### src/rtl/barrel_shift_pkg.sv
// Shared opcode definitions for the pipelined barrel shifter.
package barrel_shift_pkg;

    localparam int OP_W = 3;

    // Codes 5..7 are deliberately left undefined: every stage passes them through.
    typedef enum logic [OP_W-1:0] {
        OP_SLL = 3'd0,
        OP_SRL = 3'd1,
        OP_SRA = 3'd2,
        OP_ROL = 3'd3,
        OP_ROR = 3'd4
    } shift_op_t;

endpackage

### src/rtl/barrel_shift_stage.sv
// One pipeline stage of the barrel shifter. It applies a fixed shift of STEP
// positions when the matching shift-amount bit is set, and registers the
// result together with valid, opcode, shift amount and the original MSB.
module barrel_shift_stage
    import barrel_shift_pkg::*;
#(
    parameter int WIDTH = 32,
    parameter int STEP  = 1
) (
    input  logic                     clk,
    input  logic                     rst,
    input  logic                     in_valid,
    output logic                     in_ready,
    input  logic [WIDTH-1:0]         in_data,
    input  logic [OP_W-1:0]          in_op,
    input  logic [$clog2(WIDTH)-1:0] in_shamt,
    input  logic                     in_msb,
    output logic                     out_valid,
    input  logic                     out_ready,
    output logic [WIDTH-1:0]         out_data,
    output logic [OP_W-1:0]          out_op,
    output logic [$clog2(WIDTH)-1:0] out_shamt,
    output logic                     out_msb
);

    localparam int SW  = $clog2(WIDTH);
    localparam int BIT = $clog2(STEP);

    logic             valid_q, valid_d;
    logic [WIDTH-1:0] data_q,  data_d;
    logic [OP_W-1:0]  op_q,    op_d;
    logic [SW-1:0]    shamt_q, shamt_d;
    logic             msb_q,   msb_d;
    logic [WIDTH-1:0] shifted;

    // Bubble-collapsing: load whenever the register is empty or is being drained.
    assign in_ready = !valid_q || out_ready;

    // Fixed-distance shift for this stage; SRA fills with the operand's original MSB.
    always_comb begin
        shifted = in_data;
        if (in_shamt[BIT]) begin
            case (in_op)
                OP_SLL:  shifted = {in_data[WIDTH-1-STEP:0], {STEP{1'b0}}};
                OP_SRL:  shifted = {{STEP{1'b0}}, in_data[WIDTH-1:STEP]};
                OP_SRA:  shifted = {{STEP{in_msb}}, in_data[WIDTH-1:STEP]};
                OP_ROL:  shifted = {in_data[WIDTH-1-STEP:0], in_data[WIDTH-1:WIDTH-STEP]};
                OP_ROR:  shifted = {in_data[STEP-1:0], in_data[WIDTH-1:STEP]};
                default: shifted = in_data;
            endcase
        end
    end

    // Next-state: hold unless loading; payload only changes when a request enters.
    always_comb begin
        valid_d = valid_q;
        data_d  = data_q;
        op_d    = op_q;
        shamt_d = shamt_q;
        msb_d   = msb_q;
        if (in_ready) begin
            valid_d = in_valid;
            if (in_valid) begin
                data_d  = shifted;
                op_d    = in_op;
                shamt_d = in_shamt;
                msb_d   = in_msb;
            end
        end
    end

    // Stage register; reset empties the stage and zeroes its payload.
    always_ff @(posedge clk or posedge rst) begin
        if (rst) begin
            valid_q <= 1'b0;
            data_q  <= '0;
            op_q    <= '0;
            shamt_q <= '0;
            msb_q   <= 1'b0;
        end else begin
            valid_q <= valid_d;
            data_q  <= data_d;
            op_q    <= op_d;
            shamt_q <= shamt_d;
            msb_q   <= msb_d;
        end
    end

    assign out_valid = valid_q;
    assign out_data  = data_q;
    assign out_op    = op_q;
    assign out_shamt = shamt_q;
    assign out_msb   = msb_q;

endmodule

### src/rtl/barrel_shift_pipe.sv
// Pipelined barrel shifter: log2(WIDTH) registered stages, stage k shifting by
// 2^k, with a valid/ready handshake on both sides and one result per cycle.
module barrel_shift_pipe
    import barrel_shift_pkg::*;
#(
    parameter  int WIDTH = 32,
    localparam int SW    = $clog2(WIDTH)
) (
    input  logic             clk,
    input  logic             rst,
    input  logic             in_valid,
    output logic             in_ready,
    input  logic [WIDTH-1:0] in_data,
    input  logic [SW-1:0]    in_shamt,
    input  logic [2:0]       in_op,
    output logic             out_valid,
    input  logic             out_ready,
    output logic [WIDTH-1:0] out_data
);

    // Forward path between stages: index k feeds stage k, index SW is the output.
    logic [SW:0]      valid_c;
    logic [SW:0]      msb_c;
    logic [WIDTH-1:0] data_c  [SW+1];
    logic [OP_W-1:0]  op_c    [SW+1];
    logic [SW-1:0]    shamt_c [SW+1];
    logic             tail_unused;

    assign valid_c[0] = in_valid;
    assign data_c[0]  = in_data;
    assign op_c[0]    = in_op;
    assign shamt_c[0] = in_shamt;
    assign msb_c[0]   = in_data[WIDTH-1];

    // The ready chain uses one signal per stage so each link is a separate net.
    for (genvar gi = 0; gi < SW; gi++) begin : g_stage
        logic up_ready;
        logic down_ready;

        if (gi == SW-1) begin : g_tail
            assign down_ready = out_ready;
        end else begin : g_link
            assign down_ready = g_stage[gi+1].up_ready;
        end

        barrel_shift_stage #(
            .WIDTH (WIDTH),
            .STEP  (1 << gi)
        ) u_stage (
            .clk       (clk),
            .rst       (rst),
            .in_valid  (valid_c[gi]),
            .in_ready  (up_ready),
            .in_data   (data_c[gi]),
            .in_op     (op_c[gi]),
            .in_shamt  (shamt_c[gi]),
            .in_msb    (msb_c[gi]),
            .out_valid (valid_c[gi+1]),
            .out_ready (down_ready),
            .out_data  (data_c[gi+1]),
            .out_op    (op_c[gi+1]),
            .out_shamt (shamt_c[gi+1]),
            .out_msb   (msb_c[gi+1])
        );
    end

    assign in_ready  = g_stage[0].up_ready;
    assign out_valid = valid_c[SW];
    assign out_data  = data_c[SW];

    // Side-band fields of the last stage are not needed at the output.
    assign tail_unused = ^{op_c[SW], shamt_c[SW], msb_c[SW]};

endmodule

### config.mk
export PLATFORM = sky130hd
export DESIGN_NAME = barrel_shift_pipe
export DESIGN_NICKNAME = d
export VERILOG_FILES = /design/src/rtl/barrel_shift_pkg.sv /design/src/rtl/barrel_shift_stage.sv /design/src/rtl/barrel_shift_pipe.sv
export SDC_FILE = /design/constraint.sdc
export NUM_CORES = 1
export LEC_CHECK = 0
export ABC_AREA = 0
export ABC_CLOCK_PERIOD_IN_PS = 6200
export BUFFER_PORTS_ARGS = -buffer_cell sky130_fd_sc_hd__buf_2
export CORE_MARGIN = 1
export CORE_UTILIZATION = 35
export DETAILED_ROUTE_END_ITERATION = 6
export PLACE_DENSITY_LB_ADDON = 0.05
export SYNTH_ARGS = -nofsm -noshare
export SYNTH_HDL_FRONTEND = slang
export SYNTH_SLANG_ARGS = --single-unit
### constraint.sdc
create_clock -name clk -period 6.2 [get_ports clk]
set_input_delay 0.62 -clock clk [delete_from_list [all_inputs] [get_ports clk]]
set_output_delay 0.62 -clock clk [all_outputs]
set_load 0.005 [all_outputs]
==> run summary <==
## Synthesis
* **number of nets produced by synthesis** 1460
* **yosys warns** 0
* **ys flop type** sky130_fd_sc_hd__dfrtp_1
* **synthesized area per cell** 8.57 sq um
* **number of distinct library cells after synthesis** 61
* **number of flops mapped to enable cells by yosys** 0
* **number of synthesized register bits** 191
* **share of synthesized registers carrying an async set or reset** 100%
* **post-synth design cell area** 12100 sq um
* **gate count of the mapped netlist** 1416
* **portion of the post-synthesis area used by sequential elements** 39.4%

## Clock network
* **clock buffer count from CTS** 17
* **number of gates resized after CTS** 0
* **H-tree depth reported by CTS** 4
* **root buffer selected by CTS** sky130_fd_sc_hd__clkbuf_16
* **# hold bufs at CTS** 0
* **clk buf depth** 2
* **TritonCTS sink count** 191
* **TritonCTS clock tree** yes
* **insertion delay of the later-clocked pin in the worst-skew pair** 0.44 ns
* **clock transition at the registers of the reported paths** 0.07 ns
* **number of setup buffers added after CTS** 0

## Placed design
* **buffers added on ports** 77
* **Placer Congestion** 0.846
* **placed cell count** 1799
* **final HPWL from detailed placement** 26700 um

## STA
* **worst clock skew** 0.0122 ns
* **final count of pins violating max slew** 0
* **setup repair after global routing missed its margin** no
* **final hold violation count** 0
* **Period minus WS final** 2.59 ns
* **worst slew margin relative to its limit** 18.9%
* **highest clock frequency the design can meet** 387 MHz
* **part of the cycle the worst path needs** 41.7%
* **Tightest Pin Transition** 1.21 ns
* **Post-Route Hold Slack** 0.262 ns
* **endpoints failing setup** 0
* **Final TNS setup** 0 ns

## Final layout
* **Post-Layout Cell Count** 1828
* **signed area change from the synthesized netlist to the final layout** 7.45%
* **most common library cell in the layout ignoring fill and taps** sky130_fd_sc_hd__nand2_1
* **number of nets in the finished design** 1414
* **final-layout fill cell count** 3474
* **n_diodes** 0
* **fraction of final layout cells with drive strength greater than 1** 13.9%
* **utilization after layout** 38.6%
* **most frequent cells in the layout** 256 x sky130_fd_sc_hd__nand2_1, 191 x sky130_fd_sc_hd__dfrtp_1, 76 x sky130_fd_sc_hd__buf_2

## Routing
* **vias post-DR** 10.8k
* **iteration count of the initial detailed-routing pass** 5
* **post-detailed-route count of antenna-violating nets** 0
* **Residual DRC** 0
* **initial drt markers** 788
* **sum of routed wire length over all layers** 39200 um
* **mean number of vias per cell** 5.89
* **Avg WL per Cell** 21.4 um

## Global routing
* **antenna violations before repair** 0
* **Global Route Usage Sum** 22.4%
* **maximum number of pins on one net before global-route repair** 92
* **via count of the first global-routing pass** 10.3k
* **first-pass GRT wire length** 62300 um
* **final global-route overflow total** 0

## Die
* **initial core utilization** 35.9%
* **number of placement rows** 67
* **full die area** 35400 sq um
* **horizontal extent of the die** 188 um
* **ports placed on the boundary** 78
* **placeable core region** 33800 sq um
* **Die H** 188 um

## Worst setup path
* **Max FO, Critical Path** 24
* **count of cells along the worst register-to-register path** 4
* **required time worst endpoint** 6.51 ns
* **RR Endpoint** g_stage[2].u_stage.out_data[24]
* **Critical R2R Launch** g_stage[1].u_stage.out_op[1]
* **WP data arrival** 2.90 ns
* **Critical Path Source Type** flip-flop
* **start-to-end type of the worst setup path** flip-flop to flip-flop
* **setup slack on the worst flop-to-flop path** 3.61 ns
* **Critical Path End Type** flip-flop

## Pwr
* **worst voltage drop across the vdd grid** 179 uV
* **pwr/cell area** 443 nW/um^2
* **reported leakage power** 0.00551 uW

## Flow run
* **max cap viols** 0

## Min path
* **Hold/Removal Path Class** input port to async pin

## Status
* **run status** finished, final reports clean

==> cell type report <==
type                            count  area, sq um  share of cell area, %
Timing Repair Buffer               96          531                   4.07
Clock buffer                       21          460                   3.53
Multi-Input combinational cell   1016         6410                   49.2
Clock inverter                      8          109                  0.835
Sequential cell                   191         4780                   36.7
Inverter                           48          188                   1.44
Tap cell                          448          561                   4.30
==> cells by family (layout without fill, tap and decap cells) <==
logic type               Yosys count  after routing  share of synthesized area (%)
AO/OA/AOI/OAI                    498            498                           29.4
AND/OR/NAND/NOR                  436            436                           16.0
buffers and inverters            209            173                           8.12
adder cells (fa/ha/maj)            1              1                         0.0825
multiplexers                      75             75                           6.29
flip-flops                       191            191                           39.4
XOR/XNOR                           6              6                          0.680
==> per-layer routing <==
layer  vias to the layer above  global-route usage [%]  wire (um)
met1                      5348                    31.8      18700
met3                        40                    3.35       1580
met4                         0                    6.60        891
met2                       277                    35.1      18000
li1                       5098                       -          -
met5                         -                       0          0
==> critical path, cell delays in order, from the launching register on <==
cell and delay [ns]:
sky130_fd_sc_hd__dfrtp_1 0.58, sky130_fd_sc_hd__inv_1 0.25, sky130_fd_sc_hd__nand4_1 0.96, sky130_fd_sc_hd__o221ai_1 0.55, sky130_fd_sc_hd__o22ai_1 0.11
==> synth_stat cells (all sizes together), types with 26 or more instances <==
library cell / count / area, sq um
and3: 35 / 219
dfrtp: 191 / 4780
nor3: 51 / 255
a22oi: 30 / 225
o41ai: 26 / 385
o221ai: 40 / 350
a32oi: 30 / 263
mux2i: 65 / 651
o22ai: 62 / 388
buf: 93 / 551
a21oi: 59 / 295
nor2: 48 / 188
o21ai: 125 / 629
inv: 48 / 180
clkbuf: 68 / 255
o211ai: 37 / 283
nand2: 257 / 965
==> where the power goes <==
group          switching [uW]  leakage [uW]  total [uW]  internal [uW]
registers                 862       0.00232        2570           1700
logic                    1180       0.00292        2090            914
clock network             499      0.000268        1110            613
==> registers in the layout (all words and copies together), names as in the netlist <==
name / count
g_stage.u_stage.out_data: 160
g_stage.u_stage.out_msb: 4
g_stage.u_stage.out_op: 12
g_stage.u_stage.out_shamt: 10
g_stage.u_stage.out_valid: 5
==> how the worst max path moves through the flow <==
stage | from | end | cells after the start
finish | g_stage[1].u_stage.out_op[1] | g_stage[2].u_stage.out_data[24] | 4
CTS | g_stage[1].u_stage.out_op[1] | g_stage[2].u_stage.out_data[20] | 4
detailed placement | in_shamt[0] | g_stage[0].u_stage.out_data[19] | 5
global placement | in_shamt[0] | g_stage[0].u_stage.out_data[19] | 5
floorplan | rst | g_stage[0].u_stage.out_data[0] | 1
global route | g_stage[1].u_stage.out_op[2] | g_stage[2].u_stage.out_data[20] | 3
==> per-stage QoR <==
stage / instance area [sq um] / power (uW) / setup WS, ns
after floorplan: 12100 / 3920 / 0.381
after global placement: 12500 / 4670 / 3.38
after detailed placement: 12500 / 4670 / 3.38
after CTS: 13000 / 5800 / 3.63
after global routing: 13000 / 6180 / 3.41
final: 13000 / 5770 / 3.61
Note: power is estimated with default switching activity, not from simulation.
